`config.mk`:
```
export PLATFORM = sky130hd
export DESIGN_NAME = event_gen
export DESIGN_NICKNAME = d
export VERILOG_FILES = /design/src/rtl/event_gen_pkg.sv /design/src/rtl/event_gap_timer.sv /design/src/rtl/event_gen.sv
export SDC_FILE = /design/constraint.sdc
export NUM_CORES = 1
export LEC_CHECK = 0
export BUFFER_PORTS_ARGS = -buffer_cell sky130_fd_sc_hd__clkbuf_2
export CORE_UTILIZATION = 46
export DETAILED_ROUTE_END_ITERATION = 6
export PLACE_DENSITY = 0.76
export SYNTH_ARGS = -nofsm -noshare
export SYNTH_HDL_FRONTEND = slang
export SYNTH_HIERARCHICAL = 1
export SYNTH_SLANG_ARGS = --single-unit
```
`constraint.sdc`:
```
create_clock -name Clk -period 4.1 [get_ports Clk]
set_input_delay 0.205 -clock Clk [delete_from_list [all_inputs] [get_ports Clk]]
set_output_delay 0.205 -clock Clk [all_outputs]
set_load 0.03 [all_outputs]
```
`src/rtl/event_gen_pkg.sv`:
```
// Shared types and default sizing for the event_gen block.
package event_gen_pkg;

    typedef enum logic [1:0] {IDLE, PULSE, GAP, DONE} state_e;

    localparam int CW_DEF  = 32;
    localparam int GW_DEF  = 8;
    localparam int DIV_DEF = 4;

    // The channel-1 pulse total is Cnt1*DIV; this width holds it without overflow.
    function automatic int c1_width(input int cw, input int div);
        return cw + $clog2(div) + 1;
    endfunction

    localparam int C1W_DEF = c1_width(CW_DEF, DIV_DEF);

endpackage

```
`src/rtl/event_gap_timer.sv`:
```
// Loadable down-counter that times the idle gap between pulses.
module event_gap_timer
    import event_gen_pkg::*;
#(
    parameter int GW = GW_DEF
) (
    input  logic          Clk,
    input  logic          Reset,
    input  logic          load_i,
    input  logic [GW-1:0] load_val_i,
    input  logic          tick_i,
    output logic          expired_o
);

    logic [GW-1:0] cnt_q, cnt_d;

    always_comb begin
        cnt_d = cnt_q;
        if (load_i)
            cnt_d = load_val_i;
        else if (tick_i && cnt_q != '0)
            cnt_d = cnt_q - 1'b1;
    end

    always_ff @(posedge Clk or negedge Reset) begin
        if (!Reset) cnt_q <= '0;
        else        cnt_q <= cnt_d;
    end

    // Expired in the last gap cycle so the next pulse lands right after it.
    assign expired_o = (cnt_q <= GW'(1));

endmodule

```
`src/rtl/event_gen.sv`:
```
// Programmable En/Slt event-stream generator for the two-channel counter.
// Define EVENT_GEN_PAUSE_EN to add a Pause input that stalls PULSE/GAP.
module event_gen
    import event_gen_pkg::*;
#(
    parameter int CW  = CW_DEF,
    parameter int GW  = GW_DEF,
    parameter int DIV = DIV_DEF
) (
    input  logic          Clk,
    input  logic          Reset,
    input  logic          Start,
    input  logic [CW-1:0] Cnt0,
    input  logic [CW-1:0] Cnt1,
    input  logic [GW-1:0] Gap,
`ifdef EVENT_GEN_PAUSE_EN
    input  logic          Pause,
`endif
    output logic          En,
    output logic          Slt,
    output logic          Busy,
    output logic          Done
);

    localparam int C1W = c1_width(CW, DIV);

    state_e         state_q, state_d;
    logic [CW-1:0]  rem0_q, rem0_d;
    logic [C1W-1:0] rem1_q, rem1_d;
    logic [GW-1:0]  gap_q, gap_d;
    logic           en_q, en_d, slt_q, slt_d, busy_q, busy_d, done_q, done_d;
    logic           stall, last, tmr_load, tmr_tick, tmr_exp;

`ifdef EVENT_GEN_PAUSE_EN
    assign stall = Pause;
`else
    assign stall = 1'b0;
`endif

    assign last = (rem0_q == CW'(1) && rem1_q == '0) ||
                  (rem0_q == '0 && rem1_q == C1W'(1));

    always_comb begin
        state_d  = state_q;
        rem0_d   = rem0_q;
        rem1_d   = rem1_q;
        gap_d    = gap_q;
        tmr_load = 1'b0;
        tmr_tick = 1'b0;
        case (state_q)
            IDLE, DONE: begin
                state_d = IDLE;
                if (Start) begin
                    rem0_d  = Cnt0;
                    rem1_d  = C1W'(Cnt1) * C1W'(DIV);
                    gap_d   = Gap;
                    state_d = (Cnt0 == '0 && Cnt1 == '0) ? DONE : PULSE;
                end
            end
            PULSE: if (!stall) begin
                if (rem0_q != '0) rem0_d = rem0_q - 1'b1;
                else              rem1_d = rem1_q - 1'b1;
                if (last) begin
                    state_d = DONE;
                end else if (gap_q != '0) begin
                    state_d  = GAP;
                    tmr_load = 1'b1;
                end
            end
            GAP: if (!stall) begin
                if (tmr_exp) state_d  = PULSE;
                else         tmr_tick = 1'b1;
            end
            default: state_d = IDLE;
        endcase

        // Outputs are registered from the next state, so they line up with it.
        en_d   = (state_d == PULSE);
        slt_d  = en_d && (rem0_d == '0);
        busy_d = (state_d == PULSE) || (state_d == GAP);
        done_d = (state_d == DONE);
    end

    always_ff @(posedge Clk or negedge Reset) begin
        if (!Reset) begin
            state_q <= IDLE;
            rem0_q  <= '0;
            rem1_q  <= '0;
            gap_q   <= '0;
            en_q    <= 1'b0;
            slt_q   <= 1'b0;
            busy_q  <= 1'b0;
            done_q  <= 1'b0;
        end else begin
            state_q <= state_d;
            rem0_q  <= rem0_d;
            rem1_q  <= rem1_d;
            gap_q   <= gap_d;
            en_q    <= en_d;
            slt_q   <= slt_d;
            busy_q  <= busy_d;
            done_q  <= done_d;
        end
    end

    event_gap_timer #(.GW(GW)) u_gap (
        .Clk        (Clk),
        .Reset      (Reset),
        .load_i     (tmr_load),
        .load_val_i (gap_q),
        .tick_i     (tmr_tick),
        .expired_o  (tmr_exp)
    );

    // A paused pulse stays pending in the registers and is only masked here.
    assign En   = en_q & ~stall;
    assign Slt  = slt_q & ~stall;
    assign Busy = busy_q;
    assign Done = done_q;

endmodule

```
* Yosys cells after proc, flatten, opt, wreduce, memory -nomap -nowiden *
Cells that the tools add are included.
Widths: inputs -> output; s select.

word-level totals
  register bits = 89
  input bits = 75
  output and inout port bits = 4
  logic and storage cells = 63

cells by class
  add/subtract/negate cells = 3
  magnitude comparators = 1
  eq/ne operators = 10
  mux-type cells = 19
  reduce and logical (&&, ||, !) cells = 21

operators with widths
  cell                   number
  $logic_not 32->1       4
  $mux 35                2
  $pmux 35 s2            1
  $mux 32                2
  $pmux 32 s2            1
  $eq 35x1->1 const B    1
  $logic_not 35->1       1
  $sub 35x1->35 const B  1
  $eq 32x1->1 const B    1
  $reduce_bool 32->1     1
  $sub 32x1->32 const B  1
  $mux 8                 2
  $reduce_bool 8->1      2
  $mux 2                 5
  $eq 2x2->1 const B     4
  $le 8x1->1 const B     1
  $sub 8x1->8 const B    1
  $pmux 2 s3             1
  $logic_and 1x1->1      5
  $mux 1                 5
  $eq 2x1->1 const B     2
  $ne 2x2->1 const B     2
  $reduce_bool 2->1      2
  $reduce_and 3->1       1
  other kinds (4)        5

* Depth between registers and ports, before layout *
  word-level depth = 7
  mapped depth = 16
  mapped depth without buffers = 16

* Cells and area by module *
Netlist, hierarchy kept.

modules (own cells, without submodules)
  module           instances  cells an instance  area each (um2)  seq. area each (um2)
  event_gen        1          634                5402.7           2026.9
  event_gap_timer  1          65                 569.3            200.2

* Worst setup path before layout *
Ideal clock, no wire load.

  path type = register to register
  start point = reg rem0_q[27]
  end point = reg slt_q, in the netlist Slt
  setup time = 0.080 ns
  data arrival time = 2.977 ns
  data required time = 4.020 ns
  path slack = 1.043 ns
  cell stages (with the launch flop) = 13
  path buffers = 0
  period minus slack after synthesis = 3.057 ns
  path through = dfrtp_1 > or4_1 > nor3_2 > nand4_1 > nor3_1 > o21ai_0 > a31oi_1 > ha_1 > o31a_1 > nand4b_1 > nor4_1 > nand4_1 > nor3_2

between the ends
  longest elaborated chain between the ends = 7
  elaborated cells on any way between the ends = 15
  those cells by class = add/sub: 1; eq/ne: 2; mux: 5; reduce/logical: 7

RTL lines
  element                                                 line                              source
  from (decl)                                             event_gen.sv:28                   logic [CW-1:0] rem0_q, rem0_d;
  from (signal assigned)                                  event_gen.sv:96                   rem0_q <= rem0_d;
  $eq 32x1->1 / $logic_not 32->1 (equally long branches)  event_gen.sv:40, event_gen.sv:41
  $logic_and 1x1->1, on equally long branches             event_gen.sv:40, event_gen.sv:41
  $logic_or 1x1->1 (*)                                    event_gen.sv:40                   assign last = (rem0_q == CW'(1) && rem1_q == '0) ||
  $mux 2 (*)                                              event_gen.sv:63                   if (last) begin
  $pmux 2 s3 (*)                                          event_gen.sv:50                   case (state_q)
  via state_d[0]                                          event_gen.sv:27                   state_e state_q, state_d;
  $eq 2x1->1 (*)                                          event_gen.sv:78                   en_d = (state_d == PULSE);
  via en_d                                                event_gen.sv:31                   logic en_q, en_d, slt_q, slt_d, busy_q, busy_d, done_q, done_d;
  $logic_and 1x1->1 (*)                                   event_gen.sv:79                   slt_d = en_d && (rem0_d == '0);
  via slt_d                                               event_gen.sv:31
  to (signal assigned)                                    event_gen.sv:100                  slt_q <= slt_d;
  to (decl)                                               event_gen.sv:31

Mark *: on every way through the listed nets, which the timed path passes. The rest lies on a longest branch.
A chain may end at the register's enable or synchronous reset.

* Worst setup path in the final report *
  start point = reg rem1_q[6]
  end point = reg slt_q, in the netlist Slt

between the ends
  longest elaborated chain between the ends = 7
  elaborated cells on any way between the ends = 9
  those cells by class = eq/ne: 2; mux: 2; reduce/logical: 5

RTL lines
  element                                                 line                              source
  from (decl)                                             event_gen.sv:29                   logic [C1W-1:0] rem1_q, rem1_d;
  from (signal assigned)                                  event_gen.sv:97                   rem1_q <= rem1_d;
  $eq 35x1->1 / $logic_not 35->1 (equally long branches)  event_gen.sv:41, event_gen.sv:40
  $logic_and 1x1->1, on equally long branches             event_gen.sv:41, event_gen.sv:40
  $logic_or 1x1->1 (*)                                    event_gen.sv:40
  $mux 2 (*)                                              event_gen.sv:63
  $pmux 2 s3 (*)                                          event_gen.sv:50
  via state_d[0]                                          event_gen.sv:27
  $eq 2x1->1 (*)                                          event_gen.sv:78
  via en_d                                                event_gen.sv:31
  $logic_and 1x1->1 (*)                                   event_gen.sv:79
  via slt_d                                               event_gen.sv:31

Marks and branches as above.

==> results.toml <==
[worst_setup_path]
cpPeakStageDelay_ns = 0.62
rr_worst_depth = 12
critical_path.startpoint_type = "flip-flop"
r2r_end = "Slt$_DFF_PN0_"
crit_type = "flip-flop to flip-flop"
cp_num_buf_inv = 0
critPathCaptureType = "flip-flop"
crit_fanout = 6
cp_cell_sequence = "or4_1, nor4_1, nand4_1, nor3_1, o21ai_0, a31oi_1, ha_1, o31a_1, nand4b_1, nor4_1, nand4_1, nor3_2"
r2r_slack_ns = 0.38
r2r_start = "rem1_q[6]$_DFFE_PN0P_"
path_delay_family = "simple AND/OR/NAND/NOR gates"
crit_arrival_ns = 3.99
cp.required_ns = 4.38
worst_path_max_delay_cell = "or4_1"

[clocking]
clock_latency_ns = 0.35
cts_made_buffers = 9
post_cts_buffers = 0
clockRootBuffer = "clkbuf_16"
cts.sinks = 89
cts_tree = "yes"
path_clk_slew_ns = 0.06
clockBufferDepth = 2
htree_levels = 3

[power]
p_comb_share_pct = 4.4
pwr-share-seq_pct = 49.7
p_total_mw = 1.767
ir_drop_mv = 0.1955
clkPwrFrac_pct = 45.9
switchingPower_uw = 412.2
intPower_mw = 1.355
power.leakage_nw = 2.641
p_sw_share_pct = 23.32
powerDensity_nw_per_um2 = 257.3

[routing]
drt_iter0_markers = 722
finalWirelength_mm = 19.88
firstDrtPassIters = 6
drc = 0
viasPerCell = 6.729
vias = 6345
drtAntennaViolNets = 0
routedWlPerCell_um = 21.08

[min_path]
holdPathStages = 2
whs_endpoint = "rem0_q[13]$_DFF_PN0_"
hp-class = "input port to flip-flop"
hp-start = "Cnt0[13]"

[die]
chipWidth_um = 115.9
core_um2 = 12620
start_util_pct = 47.32
fp.dieArea_um2 = 13440
fp-row-count = 41
die_h_um = 115.9
num_io_pins = 79

[placement]
dp.final_hpwl_mm = 14.54
dp_cells = 926
gp_congestion = 0.9591
io_buffers = 78

[synth]
yosysSeqAreaShare_pct = 37.29
yosys_warnings = 6
syn_avg_cell_area_um2 = 8.544
synth_ff_type = "dfrtp_1"
synth.cell_area_um2 = 5972
synth.distinct_cells = 67
ys_seq_elements = 89
synth-edff-count = 0
syn-num-nets = 787
ys_async_sr_fraction_pct = 100.0
syn_inst = 699

[sta]
fin_crit_ns = 3.718
setup_viol = 0
tightest_slew_ns = 1.036
max_freq_ghz = 0.2690
holdWs_ns = 0.06916
max-slew-margin-rel_pct = 30.65
skew_ns = 0.006228
fin_tns_setup_ns = 0
rsz0062_at_grt = "false"
finalMaxSlewViolations = 0
fin_crit_sh_pct = 90.69
hold_viol = 0

[global_routing]
antenna_found_initial = 0
grt_max_degree = 60
gr-total-overflow = 0
grt_pass1_wl_mm = 30.84
track_usage_pct = 30.23
grt_pass1_vias = 5783

[finish]
antenna-diode-count = 0
drive_gt1_share_pct = 19.20
finalNonFillerCells = 943
area_delta_synth_final_pct = 15.00
fin_nets = 854
nFillCells = 1182

[status]
outcome = "completed"

[job]
cap_violations = 0
-- layer usage --
| metal | track usage, % | share of wire, % | up-vias |
|---|---|---|---|
| met3 | 5.021 | 8.8 | 61 |
| met4 | 14.27 | 3.5 | 0 |
| met5 | 0 | 0 | - |
| li1 | - | - | 2870 |
| met2 | 47.50 | 46 | 367 |
| met1 | 40.70 | 42 | 3047 |
-- worst reg2reg max path, stage by stage, from the launching register on --
cell and delay (ns):
dfrtp_1 0.45, or4_1 0.62, nor4_1 0.50, nand4_1 0.19, nor3_1 0.29, o21ai_0 0.16
a31oi_1 0.31, ha_1 0.22, o31a_1 0.17, nand4b_1 0.11, nor4_1 0.27, nand4_1 0.15
nor3_2 0.19
-- cell type report --
type	instances	area, um^2	share of cell area (%)
Multi-Input combinational cell	554	3540	51.54
Sequential cell	89	2227	32.43
Timing Repair Buffer	97	538.0	7.834
Clock buffer	11	252.7	3.680
Tap cell	172	215.2	3.134
Inverter	15	56.30	0.8198
Clock inverter	5	38.79	0.5648
-- flip-flops by register name (all words and copies together) (netlist names) --
register,count
rem1_q,35
rem0_q,32
gap_q,8
u_gap/cnt_q,8
state_q,2
Busy,1
Done,1
En,1
Slt,1
-- cells in the final DEF, fill, tap and decap left out, types with 4 or more instances in the layout --
master,instances
a21o_1,7
nand2_1,62
a22o_1,9
mux2_2,9
dfrtp_1,89
inv_1,15
a31oi_1,19
a21oi_1,42
nor3_1,20
ha_1,12
a22oi_1,10
a31o_2,6
buf_4,19
nor4_1,41
or4_1,21
nor2_1,44
mux2i_1,14
o31ai_1,5
a221o_1,4
and3_1,6
clkbuf_2,77
o211ai_1,5
nand3_1,35
clkbuf_16,9
or3_1,13
or2_2,5
nand2b_1,5
nor4b_1,6
o22ai_1,30
a211o_1,4
o21ai_0,34
and2_1,6
nand4_1,12
nand3b_1,6
nor2b_1,5
-- worst max-delay path by stage --
stage / startpoint / endpoint / slack [ns] / cells after the start
5_1_grt: rem1_q[6]$_DFFE_PN0P_ / Slt$_DFF_PN0_ / 0.1 / 12
3_5_place_dp: rem1_q[6]$_DFFE_PN0P_ / Slt$_DFF_PN0_ / 0.40 / 12
4_1_cts: rem1_q[6]$_DFFE_PN0P_ / Slt$_DFF_PN0_ / 0.39 / 12
6_report: rem1_q[6]$_DFFE_PN0P_ / Slt$_DFF_PN0_ / 0.38 / 12
3_3_place_gp: rem1_q[6]$_DFFE_PN0P_ / Slt$_DFF_PN0_ / 0.56 / 12
2_1_floorplan: rem0_q[27]$_DFF_PN0_ / Slt$_DFF_PN0_ / 1.04 / 12
-- power by group through the flow --
stage | sequential, mW | combinational (mW) | clock, mW
CTS | 0.878 | 0.0785 | 0.828
detailed placement | 0.894 | 0.0774 | 0
floorplan | 0.895 | 0.00445 | 0
global route | 0.877 | 0.0849 | 0.863
finish | 0.878 | 0.0784 | 0.811
global placement | 0.894 | 0.0770 | 0
-- cells in the mapped netlist (4+ instances only) --
library cell	count	share of area, %
ha_1	13	2.7
nor3_1	20	1.7
o211ai_1	5	0.63
a22oi_1	10	1.3
nor4b_1	6	0.88
nand4_1	12	1.3
nor4_1	41	4.3
o22ai_1	30	3.1
o31ai_1	5	0.63
a21oi_1	42	3.5
mux2i_1	14	2.3
dfrtp_1	89	37
nand2_1	62	3.9
mux2_2	9	1.7
nor2b_1	5	0.52
buf_2	4	0.34
a221o_1	4	0.67
a31o_2	6	0.88
or2_2	5	0.52
nand2b_1	5	0.52
nor2_1	44	2.8
a31oi_1	19	2.0
a21o_1	7	0.88
inv_1	15	0.94
a211o_1	4	0.59
clkbuf_1	35	2.2
nand3_1	35	2.9
and3_1	6	0.63
nand3b_1	6	0.75
a22o_1	9	1.3
or3_1	13	1.4
and2_1	6	0.63
o21ai_0	34	2.8
or4_1	21	2.6
-- per-stage QoR --
step           utilization, %  instance area, um^2  setup WS [ns]
2_1_floorplan               -                 5972          1.043
3_3_place_gp            52.03                 6566         0.5615
3_5_place_dp            52.03                 6566         0.4017
4_1_cts                 54.42                 6868         0.3862
5_1_grt                 54.42                 6868        0.09504
6_report                54.42                 6868         0.3819
-- cells by family (layout without fill, tap and decap cells) --
group	Yosys count	count (layout)	share of synthesized area (%)
compound gates	203	203	22.54
xor+xnor	1	1	0.1467
fa+ha+maj	13	13	2.724
buf+inv	56	128	3.604
flops	89	89	37.29
mux	23	23	4.044
simple gates	314	314	29.65
-- timing repair --
| action | 4_1_cts | 5_1_grt |
|---|---|---|
| gates resized for setup | 0 | 0 |
| endpoints found under the hold margin | 58 | 0 |
| hold buffers | 1 | 0 |
(Power assumes the default switching activity.)
